$ cat config.mk
export PLATFORM = sky130hd
export DESIGN_NAME = trdb_encoder_ctrl
export DESIGN_NICKNAME = d
export VERILOG_FILES = /design/src/rtl/trdb_encoder_ctrl.sv
export SDC_FILE = /design/constraint.sdc
export NUM_CORES = 1
export LEC_CHECK = 0
export BUFFER_PORTS_ARGS = -buffer_cell sky130_fd_sc_hd__buf_2
export CAP_MARGIN = 30
export CORE_MARGIN = 3
export CORE_UTILIZATION = 59
export DETAILED_ROUTE_END_ITERATION = 16
export HOLD_SLACK_MARGIN = 0.08
export MAX_ROUTING_LAYER = met4
export PLACE_DENSITY = 0.85
export RECOVER_POWER = 50
export SETUP_SLACK_MARGIN = 0.1
export SLEW_MARGIN = 20
export SYNTH_ARGS = -nofsm -noshare
export SYNTH_HDL_FRONTEND = slang
export SYNTH_SLANG_ARGS = --single-unit
$ cat constraint.sdc
create_clock -name clk_i -period 3.47 [get_ports clk_i]
set_input_delay 0.347 -clock clk_i [delete_from_list [all_inputs] [get_ports clk_i]]
set_output_delay 0.347 -clock clk_i [all_outputs]
set_load 0.005 [all_outputs]
$ cat src/rtl/trdb_encoder_ctrl.sv
// Trace-encoder sequencing controller: on/off state machine, support-packet
// requests held until acknowledged, qualification-edge flags and resync timer.
module trdb_encoder_ctrl #(
  parameter int RESYNC_W = 16,
  parameter int OPMODE_W = 2
) (
  input  logic                clk_i,
  input  logic                rst_i,
  input  logic                enable_req_i,
  input  logic                disable_req_i,
  input  logic [OPMODE_W-1:0] opmode_i,
  input  logic [RESYNC_W-1:0] resync_max_i,
  input  logic                valid_i,
  input  logic                qualified_i,
  input  logic                halted_i,
  input  logic                core_reset_i,
  input  logic                resync_rst_i,
  input  logic                support_ack_i,
  output logic                trace_on_o,
  output logic                tc_enc_enabled_o,
  output logic                tc_enc_disabled_o,
  output logic                tc_opmode_change_o,
  output logic [OPMODE_W-1:0] opmode_o,
  output logic                tc_first_qualified_o,
  output logic                lc_final_qualified_o,
  output logic                tc_max_resync_o
);

  typedef enum logic [2:0] {
    S_OFF,
    S_START_PEND,
    S_TRACING,
    S_MODE_PEND,
    S_STOP_PEND
  } state_t;

  state_t              r_state, w_state_nxt;
  logic                r_dis_lat, w_dis_lat_nxt;
  logic [OPMODE_W-1:0] r_opmode, w_opmode_nxt;
  logic                r_last_q, w_last_q_nxt;
  logic [RESYNC_W-1:0] r_cnt, w_cnt_nxt;
  logic                w_q_eff;
  logic                w_tracing;

  function automatic logic [RESYNC_W-1:0] sat_inc(input logic [RESYNC_W-1:0] v);
    return (&v) ? v : v + 1'b1;
  endfunction

  assign w_q_eff   = qualified_i & ~halted_i & ~core_reset_i;
  assign w_tracing = (r_state == S_TRACING);

  always_ff @(posedge clk_i or posedge rst_i) begin
    if (rst_i) begin
      r_state   <= S_OFF;
      r_dis_lat <= 1'b0;
      r_opmode  <= '0;
      r_last_q  <= 1'b0;
      r_cnt     <= '0;
    end else begin
      r_state   <= w_state_nxt;
      r_dis_lat <= w_dis_lat_nxt;
      r_opmode  <= w_opmode_nxt;
      r_last_q  <= w_last_q_nxt;
      r_cnt     <= w_cnt_nxt;
    end
  end

  // A disable seen on the ack cycle itself counts the same as one latched earlier.
  always_comb begin
    w_state_nxt        = r_state;
    w_dis_lat_nxt      = 1'b0;
    w_opmode_nxt       = r_opmode;
    trace_on_o         = 1'b0;
    tc_enc_enabled_o   = 1'b0;
    tc_enc_disabled_o  = 1'b0;
    tc_opmode_change_o = 1'b0;
    case (r_state)
      S_OFF: begin
        if (enable_req_i) begin
          w_state_nxt  = S_START_PEND;
          w_opmode_nxt = opmode_i;
        end
      end
      S_START_PEND: begin
        tc_enc_enabled_o = 1'b1;
        if (support_ack_i) begin
          w_state_nxt = (r_dis_lat | disable_req_i) ? S_STOP_PEND : S_TRACING;
        end else begin
          w_dis_lat_nxt = r_dis_lat | disable_req_i;
        end
      end
      S_TRACING: begin
        trace_on_o = 1'b1;
        if (disable_req_i) begin
          w_state_nxt = S_STOP_PEND;
        end else if (opmode_i != r_opmode) begin
          w_state_nxt = S_MODE_PEND;
        end
      end
      S_MODE_PEND: begin
        tc_opmode_change_o = 1'b1;
        if (support_ack_i) begin
          w_opmode_nxt = opmode_i;
          w_state_nxt  = (r_dis_lat | disable_req_i) ? S_STOP_PEND : S_TRACING;
        end else begin
          w_dis_lat_nxt = r_dis_lat | disable_req_i;
        end
      end
      S_STOP_PEND: begin
        tc_enc_disabled_o = 1'b1;
        if (support_ack_i) begin
          w_state_nxt = S_OFF;
        end
      end
      default: w_state_nxt = S_OFF;
    endcase
  end

  // Tracking state is held at zero outside TRACING, which also covers entry.
  always_comb begin
    w_last_q_nxt = 1'b0;
    w_cnt_nxt    = '0;
    if (w_tracing) begin
      w_last_q_nxt = valid_i ? w_q_eff : r_last_q;
      if (resync_rst_i) begin
        w_cnt_nxt = '0;
      end else if (valid_i & w_q_eff) begin
        w_cnt_nxt = sat_inc(r_cnt);
      end else begin
        w_cnt_nxt = r_cnt;
      end
    end
  end

  assign opmode_o             = r_opmode;
  assign tc_first_qualified_o = w_tracing & valid_i & w_q_eff & ~r_last_q;
  assign lc_final_qualified_o = w_tracing & valid_i & ~w_q_eff & r_last_q;
  assign tc_max_resync_o      = w_tracing & (resync_max_i != '0) & (r_cnt >= resync_max_i);

endmodule

==> impl_metrics.tcl <==
set metrics [dict create \
    root_buffer "clkbuf_4" \
    grt_pass1_vias 1594 \
    die_w_um 62.3 \
    cts.path.max_buffers 2 \
    cts_tree "yes" \
    grt_max_degree 24 \
    required_ns 3.12 \
    critical_path_class "reg -> out" \
    final_common_cell "buf_2" \
    skew_ns 0.00279 \
    max_cap_viol_count 0 \
    critPathCaptureType "primary output" \
    clk_latency_ns 0.32 \
    synthArstFlopShare_pct 100 \
    worst_hold_path_type "in -> reg" \
    syn_to_final_growth_pct 11.8 \
    nets 292 \
    drt_wl_total_mm 4.08 \
    path_clk_slew_ns 0.13 \
    slew_headroom_pct 37.9 \
    ir_drop_mv 0.433 \
    placed_area_um2 2060 \
    synth.net_count 255 \
    syn_area_per_cell_um2 8.90 \
    syn_inst 210 \
    overflow 0 \
    gp_congestion 0.903 \
    insertedDiodeCount 0 \
    tns_ns 0 \
    stdcell_area_um2 2090 \
    ys.flop_type "dfrtp_1" \
    crit_fanout 11 \
    powerDensity_nw_per_um2 345 \
    cts.sinks 23 \
    holdWs_ns 0.231 \
    rsz0062_at_grt "no" \
    coreArea_um2 2880 \
    yosysWarnings 0 \
    post-dp-hpwl_mm 3.27 \
    synth_seq_cells 23 \
    die_area_um2 3880 \
    leakagePower_nw 0.982 \
    drc_errors 0 \
    fill_cells 235 \
    finalSetupViolations 0 \
    rows 19 \
    postCtsSetupRepairBufs 0 \
    layout_common_cells "36 x buf_2, 23 x dfrtp_1, 20 x a21oi_1" \
    synth-edff-count 0 \
    wl_per_cell_um 14.2 \
    synth_cell_types 56 \
    finalCritPeriodShare_pct 71.6 \
    max_freq_ghz 0.403 \
    power.total_uw 721 \
    seq_area_frac_synth_pct 30.8 \
    cts_buffers 3 \
    drt.antenna.violating_nets 0 \
    slew_viol_final 0 \
    grtUsageTotal_pct 22.9 \
    drive_above_1_share_pct 21.5 \
    start_util_pct 65.0 \
    portBuffers 36 \
    cp.arrival_ns 2.14 \
    grt_pass1_wl_mm 7.27 \
    worstMarginPinSlew_ns 0.930 \
    pin_count 37 \
    htreeDepth 1 \
    drt-initial-drc-count 169 \
    antenna_found_initial 0 \
    vias_per_cell 6.03 \
    status "complete, no violations" \
    die_h_um 62.3 \
    crit_path_start_kind "register" \
    firstDrtPassIters 4 \
    synthesis.area_um2 1870 \
    via_count 1737 \
    hold_viol_final 0 \
    min_period_ns 2.48 \
]
[layout make-up]
class	count	area, um2	share of cell area (%)
timing repair buffer	38	194	9.28
multi-input combinational	163	1170	56.1
inverter	18	67.6	3.23
sequential	23	576	27.5
clock buffer	3	22.5	1.08
clock inverter	1	5.00	0.240
tap	42	52.6	2.51
[Yosys cell counts, types with 5 or more instances]
library cell	count	area, um2
inv_1	18	67.6
a21oi_1	20	100
nand2b_1	6	37.5
nand2_1	18	67.6
nor2_1	9	33.8
o21ai_0	7	35.0
dfrtp_1	23	576
or3_1	6	37.5
nand3_1	8	40.0
nand4_1	7	43.8
ha_1	17	213
nor4_1	5	31.3
[through the flow]
| step | std cells | utilization [%] | setup WS, ns |
|---|---|---|---|
| final | 288 | 72.6 | 0.986 |
| after global routing | 288 | 72.6 | 0.785 |
| after CTS | 286 | 72.6 | 1.12 |
| after detailed placement | 282 | 71.6 | 1.48 |
| after global placement | 282 | 71.6 | 1.50 |
| after floorplan | 210 | - | 1.74 |
[path summary, 6_finish.rpt]
path | startpoint | end | slack [ns] | depth (start not counted)
max reg2reg | r_state[2]$_DFFE_PP0P_ | r_cnt[15]$_DFFE_PP0P_ | 1.07 | 3
min reg2reg | r_cnt[15]$_DFFE_PP0P_ | r_cnt[15]$_DFFE_PP0P_ | 0.53 | 1
max | r_state[2]$_DFFE_PP0P_ | tc_first_qualified_o | 0.99 | 4
min | support_ack_i | r_dis_lat$_DFF_PP0_ | 0.23 | 2
min in group asynchronous | rst_i | r_last_q$_DFFE_PP0P_ | 0.48 | 3
max in group asynchronous | rst_i | opmode_o[1]$_DFFE_PP0P_ | 1.90 | 4
[cells by family (layout without fill, tap and decap cells)]
kind of cell / after synthesis / in the layout / share of synthesized area (%)
buf+inv: 24 / 60 / 5.89
mux: 3 / 3 / 1.74
fa+ha+maj: 17 / 17 / 11.4
flops: 23 / 23 / 30.8
xor+xnor: 2 / 2 / 0.937
compound gates: 51 / 51 / 17.3
simple gates: 90 / 90 / 31.9
[state kept, by name (all words and copies together), names as in the netlist]
| signal | cells |
|---|---|
| r_last_q | 1 |
| r_dis_lat | 1 |
| opmode_o | 2 |
| r_state | 3 |
| r_cnt | 16 |
[report_power, final]
group	total [mW]	internal, mW	leakage [nW]	switching [mW]
clock network	0.129	0.0433	0.0177	0.0858
logic	0.241	0.119	0.651	0.122
registers	0.351	0.298	0.313	0.0533
total	0.721	0.461	0.982	0.261
[what timing repair did]
item | in CTS | in global routing
hold buffers | 0 | 1
hold endpoints to repair | 0 | 7
resized for setup | 0 | 0
[routing by layer]
layer | global-route usage [%] | wire (um) | vias to the layer above
li1 | - | - | 871
met1 | 32.3 | 1940 | 809
met2 | 34.3 | 1860 | 51
met3 | 3.78 | 246 | 6
met4 | 5.79 | 35 | 0
met5 | - | 0 | -
[worst max-delay path: stages (launching register included)]
cell and delay [ns]:
dfrtp_1 0.53, nor3b_1 0.82, nand2_1 0.16, nor3_1 0.16, buf_2 0.14
(Power assumes the default switching activity.)
